$ cat src/rtl/alu_pkg.sv
// Shared definitions for the two-requester ALU scheduler: opcodes, FSM
// encoding, request payload and requester-id helpers.
package alu_pkg;

    localparam int unsigned NUM_REQ = 2;
    localparam int unsigned ID_W    = 1;
    localparam int unsigned OPC_W   = 8;
    localparam int unsigned DATA_W  = 64;

    // ALU opcode map
    localparam logic [OPC_W-1:0] OP_ADD = 8'h00;
    localparam logic [OPC_W-1:0] OP_SUB = 8'h01;
    localparam logic [OPC_W-1:0] OP_AND = 8'h02;
    localparam logic [OPC_W-1:0] OP_MUL = 8'h03;
    localparam logic [OPC_W-1:0] OP_DIV = 8'h04;
    localparam logic [OPC_W-1:0] OP_OR  = 8'h05;
    localparam logic [OPC_W-1:0] OP_XOR = 8'h06;
    localparam logic [OPC_W-1:0] OP_SLL = 8'h07;
    localparam logic [OPC_W-1:0] OP_SRL = 8'h08;
    localparam logic [OPC_W-1:0] OP_SRA = 8'h09;
    localparam logic [OPC_W-1:0] OP_SLT = 8'h0A;
    localparam logic [OPC_W-1:0] OP_LUI = 8'h0B;

    typedef enum logic [1:0] {
        S_IDLE  = 2'd0,
        S_ISSUE = 2'd1,
        S_WAIT  = 2'd2,
        S_RESP  = 2'd3
    } state_t;

    // One requester's operation as seen by the scheduler
    typedef struct packed {
        logic [OPC_W-1:0]  opcode;
        logic [DATA_W-1:0] op1;
        logic [DATA_W-1:0] op2;
    } alu_req_t;

    // Requester index to one-hot per-requester vector
    function automatic logic [NUM_REQ-1:0] id2oh(input logic [ID_W-1:0] id);
        return NUM_REQ'(1) << id;
    endfunction

endpackage

$ cat src/rtl/alu_rr_arb.sv
// Two-way round-robin arbiter: a lone valid requester wins outright; when
// both are valid the one that did not win last time is chosen.
module alu_rr_arb
    import alu_pkg::*;
(
    input  logic [NUM_REQ-1:0] valid,
    input  logic [ID_W-1:0]    last_grant,
    output logic [NUM_REQ-1:0] grant_c,
    output logic [ID_W-1:0]    grant_id_c
);

    // Grant selection from the current valid vector and the previous winner
    always_comb begin
        grant_c    = '0;
        grant_id_c = '0;
        case (valid)
            2'b01: begin
                grant_c    = 2'b01;
                grant_id_c = ID_W'(0);
            end
            2'b10: begin
                grant_c    = 2'b10;
                grant_id_c = ID_W'(1);
            end
            2'b11: begin
                grant_id_c = ~last_grant;
                grant_c    = id2oh(~last_grant);
            end
            default: begin
                grant_c    = '0;
                grant_id_c = '0;
            end
        endcase
    end

endmodule

$ cat src/rtl/alu_sched.sv
// alu_sched: shares one multi-cycle 64-bit ALU between the core issue stage
// (requester 0) and the aux/debug unit (requester 1). Accepts one request,
// pulses alu_en once, waits an opcode-dependent latency, captures the result
// and returns it to the originating requester over valid/ready.
// Optional build macro ALU_DIVZERO_CHK_EN: a DIV with op2 == 0 is answered
// directly from IDLE with an all-ones result and rsp_err set, without
// touching the ALU.
module alu_sched
    import alu_pkg::*;
#(
    parameter int unsigned MUL_LAT = 4,
    parameter int unsigned DIV_LAT = 16,
    parameter int unsigned CNT_W   = 5
) (
    input  logic                        clk,
    input  logic                        rst_n,
    input  logic [NUM_REQ-1:0]          req_valid,
    output logic [NUM_REQ-1:0]          req_ready,
    input  logic [NUM_REQ*OPC_W-1:0]    req_opcode,
    input  logic [NUM_REQ*DATA_W-1:0]   req_op1,
    input  logic [NUM_REQ*DATA_W-1:0]   req_op2,
    output logic [NUM_REQ-1:0]          rsp_valid,
    input  logic [NUM_REQ-1:0]          rsp_ready,
    output logic [DATA_W-1:0]           rsp_result,
    output logic                        rsp_err,
    output logic                        alu_en,
    output logic [OPC_W-1:0]            alu_opcode,
    output logic [DATA_W-1:0]           alu_op1,
    output logic [DATA_W-1:0]           alu_op2,
    input  logic [DATA_W-1:0]           alu_result,
    output logic                        busy
);

    state_t             state;
    logic [ID_W-1:0]    last_grant;
    logic [ID_W-1:0]    id;
    logic [CNT_W-1:0]   cnt;

    logic [NUM_REQ-1:0] grant;
    logic [ID_W-1:0]    grant_id;
    logic               accept;
    logic               div0_c;
    alu_req_t           sel;
    logic [CNT_W-1:0]   lat_c;

    alu_rr_arb u_arb (
        .valid      (req_valid),
        .last_grant (last_grant),
        .grant_c    (grant),
        .grant_id_c (grant_id)
    );

    // Requests are only offered a grant while idle and out of reset
    assign req_ready = (state == S_IDLE && rst_n) ? grant : '0;
    assign accept    = |(req_valid & req_ready);
    assign busy      = (state != S_IDLE);

    // Payload of the granted requester
    always_comb begin
        sel = '0;
        for (int i = 0; i < NUM_REQ; i++) begin
            if (grant[i]) begin
                sel.opcode = req_opcode[i*OPC_W +: OPC_W];
                sel.op1    = req_op1[i*DATA_W +: DATA_W];
                sel.op2    = req_op2[i*DATA_W +: DATA_W];
            end
        end
    end

    // Short-circuit of divide-by-zero before it reaches the ALU
`ifdef ALU_DIVZERO_CHK_EN
    assign div0_c = (sel.opcode == OP_DIV) && (sel.op2 == DATA_W'(0));
`else
    assign div0_c = 1'b0;
`endif

    // Wait length for the opcode currently held on the ALU inputs
    always_comb begin
        lat_c = CNT_W'(1);
        if (alu_opcode == OP_MUL) begin
            lat_c = CNT_W'(MUL_LAT);
        end else if (alu_opcode == OP_DIV) begin
            lat_c = CNT_W'(DIV_LAT);
        end
    end

    // Scheduler FSM with operand latch, latency counter and response register
    always_ff @(posedge clk) begin
        if (!rst_n) begin
            state      <= S_IDLE;
            last_grant <= ID_W'(1);
            id         <= '0;
            cnt        <= '0;
            alu_en     <= 1'b0;
            alu_opcode <= '0;
            alu_op1    <= '0;
            alu_op2    <= '0;
            rsp_valid  <= '0;
            rsp_result <= '0;
            rsp_err    <= 1'b0;
        end else begin
            case (state)
                S_IDLE: begin
                    if (accept) begin
                        id         <= grant_id;
                        last_grant <= grant_id;
                        if (div0_c) begin
                            rsp_valid  <= id2oh(grant_id);
                            rsp_result <= '1;
                            rsp_err    <= 1'b1;
                            state      <= S_RESP;
                        end else begin
                            alu_opcode <= sel.opcode;
                            alu_op1    <= sel.op1;
                            alu_op2    <= sel.op2;
                            alu_en     <= 1'b1;
                            state      <= S_ISSUE;
                        end
                    end
                end
                S_ISSUE: begin
                    alu_en <= 1'b0;
                    cnt    <= lat_c;
                    state  <= S_WAIT;
                end
                S_WAIT: begin
                    cnt <= cnt - CNT_W'(1);
                    if (cnt <= CNT_W'(1)) begin
                        rsp_result <= alu_result;
                        rsp_err    <= 1'b0;
                        rsp_valid  <= id2oh(id);
                        state      <= S_RESP;
                    end
                end
                S_RESP: begin
                    if (|(rsp_valid & rsp_ready)) begin
                        rsp_valid <= '0;
                        rsp_err   <= 1'b0;
                        state     <= S_IDLE;
                    end
                end
                default: begin
                    state <= S_IDLE;
                end
            endcase
        end
    end

endmodule

$ cat config.mk
export PLATFORM = sky130hd
export DESIGN_NAME = alu_sched
export DESIGN_NICKNAME = d
export VERILOG_FILES = /design/src/rtl/alu_pkg.sv /design/src/rtl/alu_rr_arb.sv /design/src/rtl/alu_sched.sv
export SDC_FILE = /design/constraint.sdc
export NUM_CORES = 1
export LEC_CHECK = 0
export BUFFER_PORTS_ARGS = -buffer_cell sky130_fd_sc_hd__buf_4
export CORE_AREA = 2 2 214 216
export DETAILED_ROUTE_END_ITERATION = 6
export DIE_AREA = 0 0 216 218
export PLACE_DENSITY = 0.43
export SLEW_MARGIN = 20
export SYNTH_ARGS = -nofsm -noshare
export SYNTH_HDL_FRONTEND = slang
export SYNTH_HIERARCHICAL = 1
export SYNTH_SLANG_ARGS = --single-unit
export TNS_END_PERCENT = 30
$ cat constraint.sdc
create_clock -name clk -period 2.89 [get_ports clk]
set_input_delay 0.1445 -clock clk [delete_from_list [all_inputs] [get_ports clk]]
set_output_delay 0.1445 -clock clk [all_outputs]
set_load 0.02 [all_outputs]
=== After elaboration in Yosys (flattened, before gate mapping) ===
Cells that the tools add are included.

* Add/subtract/negate cells: 1
* $lt $le $gt $ge: 1
* Equality and inequality tests: 11
* Shifts and indexed selects: 2
* Muxes and demuxes: 19
* Bitwise operators: 3
* Reductions and logical operators: 13

{| class="wikitable"
|+ Operators with widths
! cell !! count
|-
| $mux 136 || 2
|-
| $mux 2 || 5
|-
| $mux 5 || 2
|-
| $pmux 5 s2 || 1
|-
| $eq 2x2->1 const B || 4
|-
| $eq 8x2->1 const B || 1
|-
| $eq 8x3->1 const B || 1
|-
| $pmux 2 s4 || 1
|-
| $reduce_bool 2->1 || 4
|-
| $ne 2x2->1 const B || 3
|-
| $pmux 1 s2 || 3
|-
| $pmux 2 s3 || 1
|-
| $reduce_and 2->1 || 3
|-
| $reduce_and 3->1 || 2
|-
| $le 5x1->1 const B || 1
|-
| $sub 5x1->5 const B || 1
|-
| $and 2x2->2 || 2
|-
| $eq 2x1->1 const B || 2
|-
| $pmux 2 s2 || 1
|-
| $reduce_or 2->1 || 2
|-
| $shl 1x1->2 const A || 2
|-
| $mux 1 || 3
|-
| $logic_not 2->1 || 1
|-
| $logic_and 1x1->1 || 1
|-
| $not 1->1 || 1
|}

* Register bits after elaboration: 213
* Input port bits: 342
* Output and inout bits: 207
* Word-level logic and storage cells: 61

=== Depth between registers and ports, before layout ===
* Depth after elaboration: 8
* Depth in mapped cells: 8
* Mapped depth without buffers: 6

=== Hierarchy ===
The synthesis kept the hierarchy.

{| class="wikitable"
|+ By module, submodules not included
! module !! instances !! cells each !! area each (sq um) !! sequential area each (sq um)
|-
| alu_sched || 1 || 1000 || 8388.0 || 4244.1
|-
| alu_rr_arb || 1 || 4 || 26.3 || 0.0
|}

=== Worst setup path after synthesis ===
OpenSTA, ideal clock, no wires.

* Path type: register to register
* Start point: register state[0]
* End point: register cnt[2]
* Library setup time: 0.088 ns
* Data arrival time: 1.879 ns
* Required time: 2.802 ns
* Path slack: 0.923 ns
* Cell stages (with the launch flop): 8
* Path buffers: 1
* Period minus slack after synthesis: 1.967 ns
* Cell sequence: dfxtp_1 > inv_1 > ha_1 > buf_6 > or4_4 > nor3_2 > or3b_1 > a311oi_2

* Longest elaborated chain between the ends: 2
* Elaborated cells on any way between the ends: 4
* Classes of those cells: eq/ne: 2; mux: 1; reduce/logical: 1

{| class="wikitable"
|+ RTL lines
! what !! line !! RTL
|-
| from (decl) || alu_sched.sv:34 || <nowiki>state_t state;</nowiki>
|-
| from (signal assigned) || alu_sched.sv:90 || <nowiki>state <= S_IDLE;</nowiki>
|-
| from (signal assigned) || alu_sched.sv:111 || <nowiki>state <= S_RESP;</nowiki>
|-
| from (signal assigned) || alu_sched.sv:117 || <nowiki>state <= S_ISSUE;</nowiki>
|-
| $eq 2x2->1 / $eq 2x1->1 (equally long branches) || alu_sched.sv:102 || <nowiki>case (state)</nowiki>
|-
| $pmux 5 s2 / $reduce_bool 2->1 (equally long branches) || - ||
|-
| to (signal assigned) || alu_sched.sv:123 || <nowiki>cnt <= lat_c;</nowiki>
|-
| to (signal assigned) || alu_sched.sv:127 || <nowiki>cnt <= cnt - CNT_W'(1);</nowiki>
|-
| to (decl) || alu_sched.sv:37 || <nowiki>logic [CNT_W-1:0] cnt;</nowiki>
|}

Parallel ways exist; a longest one is shown, timed or not.
A chain may end at the register's enable or synchronous reset.

=== Final worst setup path ===
* Start point: register state[0]
* End point: register alu_op2[49]

* Longest elaborated chain between the ends: 6

{| class="wikitable"
|+ RTL lines
! what !! line !! RTL
|-
| $logic_not 2->1 (*) || alu_sched.sv:54, alu_sched.sv:102 ||
|-
| $logic_and 1x1->1 || alu_sched.sv:54 || <nowiki>assign req_ready = (state == S_IDLE && rst_n) ? grant : '0;</nowiki>
|-
| $mux 2 || alu_sched.sv:54 ||
|-
| $and 2x2->2 || alu_sched.sv:55 || <nowiki>assign accept = |(req_valid & req_ready);</nowiki>
|-
| $reduce_or 2->1 || alu_sched.sv:55 ||
|-
| $reduce_and 2->1 (no line) (*) || - ||
|-
| to (signal assigned) || alu_sched.sv:115 || <nowiki>alu_op2 <= sel.op2;</nowiki>
|-
| to (decl) || alu_sched.sv:29 || <nowiki>output logic [DATA_W-1:0] alu_op2,</nowiki>
|}

Every way passes the cells marked *; elsewhere a longest branch is shown, timed or not.

==> results.sh <==
export IMPL_worst_setup_path_startpoint="state[0]$_SDFFE_PN0P_"
export IMPL_cts_buffers_inserted=28
export IMPL_cts_sink_count=212
export IMPL_synthesis_yosys_warnings=6
export IMPL_htree_levels=1
export IMPL_reg2regPathDepth=8
export IMPL_finalInstanceArea_sq_um=17800
export IMPL_critical_path_slowest_cell="sky130_fd_sc_hd__dlygate4sd3_1"
export IMPL_worstSetupStartpointType="flip-flop"
export IMPL_cp_data_arrival_time_ns=3.17
export IMPL_synth_edff_count=0
export IMPL_cts_tree="built"
export IMPL_worstHoldPathType="primary input to flip-flop"
export IMPL_cp_max_fanout=68
export IMPL_hold_path_depth=5
export IMPL_remaining_drc_errors=0
export IMPL_fmax_ghz=0.360
export IMPL_timing_critical_path_cells="inv_1 > ha_2 > inv_1 > or3_4 > buf_16 > a221oi_1 > dlygate4sd3_1 > nor3_1"
export IMPL_vdd_ir_drop_max_mv=0.373
export IMPL_timing_worst_setup_path_type="flip-flop to flip-flop"
export IMPL_hpwlAfterDp_um=27300
export IMPL_postSynthNetCount=1353
export IMPL_cpMostUsedCell="sky130_fd_sc_hd__inv_1"
export IMPL_clk_pin_slew_worst_paths_ns=0.06
export IMPL_wire_per_inst_um=17.7
export IMPL_finalClockSkew_ns=0.0199
export IMPL_report_final_setup_viol=0
export IMPL_placement_cell_area_sq_um=13100
export IMPL_cts_post_setup_buffers_inserted=0
export IMPL_netlist_area_sq_um=8410
export IMPL_end_kind="flip-flop"
export IMPL_final_common_cell="sky130_fd_sc_hd__buf_4"
export IMPL_r2r_end="alu_op2[49]$_SDFFE_PN0P_"
export IMPL_synth_ff_latch_count=212
export IMPL_critical_path_required_ns=3.28
export IMPL_rows=78
export IMPL_final_setup_worst_slack_ns=0.113
export IMPL_root_buffer="sky130_fd_sc_hd__clkbuf_16"
export IMPL_synthFlopType="sky130_fd_sc_hd__dfxtp_1"
export IMPL_whs_endpoint="alu_opcode[3]$_SDFFE_PN0P_"
export IMPL_routed_via_density=4.50
export IMPL_synth_async_sr_flop_share=0
export IMPL_fp_dieArea_sq_um=47100
export IMPL_clk_path_buf_depth=3
export IMPL_drt_iter0_drc=540
export IMPL_antenna_violating_nets_remaining=0
export IMPL_status="finished clean"
export IMPL_grt_start_max_net_pins=208
export IMPL_gp_routability_congestion=0.781
export IMPL_power_density_cell_area_nw_per_um2=656
export IMPL_syn_instance_count=1004
export IMPL_layout_common_cells="sky130_fd_sc_hd__buf_4, sky130_fd_sc_hd__dlygate4sd3_1, sky130_fd_sc_hd__dfxtp_1"
export IMPL_timing_final_hold_violations=0
export IMPL_die_height_um=218
export IMPL_fin_nets=2182
export IMPL_min_period_over_period=0.961
export IMPL_synth_seq_area_share=0.504
export IMPL_grt_setup_unrepaired="true"
export IMPL_drv_max_cap_violation_count=0
export IMPL_pre_cts_slack_ns=0.421
export IMPL_io_buffers=547
export IMPL_leakage_uw=0.00776
export IMPL_vias=11000
export IMPL_max_slew_margin=0.238
export IMPL_fraction_of_layout_cells_with_a_size_suffix_above_1=0.352
export IMPL_critical_path_max_stage_delay_ns=0.58
export IMPL_yosysUniqueCellTypes=41
export IMPL_timing_reg2reg_setup_slack_ns=0.11
export IMPL_vias_in_the_first_global_route=11200
export IMPL_initial_utilization=0.187
export IMPL_worstHoldStart="req_opcode[3]"
export IMPL_syn_to_final_growth_pct=111
export IMPL_timing_final_max_slew_violations=0
export IMPL_pin_count=549
export IMPL_route_final_wire_length_um=43400
export IMPL_syn_avg_cell_area_sq_um=8.38
export IMPL_layout_min_cycle_time_ns=2.78
export IMPL_aggregate_global_route_resource_usage=0.170
export IMPL_grt_overflow=0
export IMPL_core_area_sq_um=44900
export IMPL_number_of_antenna_violations_at_the_first_check_in_global_routing=2
export IMPL_clock_insertion_delay_worst_skew_ns=0.56
export IMPL_first_pass_grt_wire_length_um=64200
export IMPL_floorplan_die_width_um=216
export IMPL_r2r_startpoint="state[0]$_SDFFE_PN0P_"
export IMPL_drt_first_pass_iters=5
export IMPL_timing_worst_slew_pin_value_ns=1.14
[how the worst max path moves through the flow]
stage / to / slack, ns / cells past startpoint
after floorplan: cnt[2]$_SDFFE_PN0P_ / 0.92 / 7
after global placement: alu_op2[8]$_SDFFE_PN0P_ / 0.54 / 7
after detailed placement: alu_op2[8]$_SDFFE_PN0P_ / 0.42 / 7
after CTS: alu_op1[31]$_SDFFE_PN0P_ / 0.01 / 8
after global routing: alu_op1[50]$_SDFFE_PN0P_ / -0.009 / 8
final: alu_op2[49]$_SDFFE_PN0P_ / 0.11 / 8
[flip-flops by register name, indices dropped and copies added, names as in the netlist, 2 cells and up]
register and cells:
alu_op1 64, alu_op2 64, alu_opcode 8, cnt 5, rsp_result 64, rsp_valid 2, state 2
[metrics by stage]
stage	util	instances	TNS [ns]	power, uW	hold slack (ns)
6_report	0.396	2456	0	11600	0.0127
5_1_grt	0.396	2456	-0.0137	12300	0.0499
4_1_cts	0.390	2454	0	11700	0.00192
3_5_place_dp	0.291	2060	0	7300	0.401
3_3_place_gp	0.291	2060	0	7280	0.391
2_1_floorplan	-	1004	0	5630	0.281
[final cells by class]
class,instances,area [sq um]
Fill cell,4553,27100
Timing Repair Buffer,900,7720
Sequential cell,212,4240
Multi-Input combinational cell,682,3990
Clock buffer,42,885
Tap cell,600,751
Clock inverter,10,133
Inverter,9,38.8
Antenna cell,1,2.50
[layer usage]
layer,track usage,vias up,routed length (um),share of wire
li1,-,5289,-,-
met2,0.292,453,21000,0.48
met1,0.203,5222,17700,0.41
met5,0,-,0,0
met3,0.0490,83,3490,0.080
met4,0.0564,0,1220,0.028
[cells in the mapped netlist (2+ instances only)]
cell type	n	area, sq um
sky130_fd_sc_hd__dfxtp_1	212	4240
sky130_fd_sc_hd__nand2_1	142	533
sky130_fd_sc_hd__nor2_1	142	533
sky130_fd_sc_hd__nor3_1	141	706
sky130_fd_sc_hd__a221oi_1	136	1190
sky130_fd_sc_hd__clkbuf_1	71	267
sky130_fd_sc_hd__a21oi_1	68	340
sky130_fd_sc_hd__buf_2	20	100
sky130_fd_sc_hd__inv_1	9	33.8
sky130_fd_sc_hd__buf_1	8	30.0
sky130_fd_sc_hd__ha_1	7	87.6
sky130_fd_sc_hd__nand3_1	6	30.0
sky130_fd_sc_hd__a21boi_0	3	22.5
sky130_fd_sc_hd__a31oi_1	3	18.8
sky130_fd_sc_hd__o21a_1	3	22.5
sky130_fd_sc_hd__o21ai_0	3	15.0
sky130_fd_sc_hd__a21o_1	2	15.0
sky130_fd_sc_hd__and3_1	2	12.5
sky130_fd_sc_hd__mux2i_1	2	20.0
sky130_fd_sc_hd__nand4b_1	2	17.5
sky130_fd_sc_hd__or3_1	2	12.5
[critical path, delay by kind of cell (launching register included)]
kind	cells	cell delay [ns]
AND/OR/NAND/NOR	2	0.54
buffers and inverters	4	1.02
flip-flops	1	0.34
AO/OA/AOI/OAI	1	0.31
adder cells (fa/ha/maj)	1	0.23
[kinds of logic after synthesis]
| family | synth area share |
|---|---|
| other | 0.000446 |
| buffers and inverters | 0.0534 |
| multiplexers | 0.00238 |
| flip-flops | 0.504 |
| AND/OR/NAND/NOR | 0.229 |
| adder cells (fa/ha/maj) | 0.0104 |
| AO/OA/AOI/OAI | 0.200 |
[where the power goes]
group          total [uW]  internal, uW  leakage (uW)  switching, uW
clock                3800          2370      0.000497           1430
sequential           3700          3410       0.00173            294
combinational        4150          1920       0.00553           2230
total               11600          7700       0.00776           3950
[repair_timing]
action	in CTS	in global routing
resized for setup	0	38
endpoints found under the setup margin	0	106
endpoints found under the hold margin	209	0
hold buffers	342	0
(Power assumes the default switching activity.)
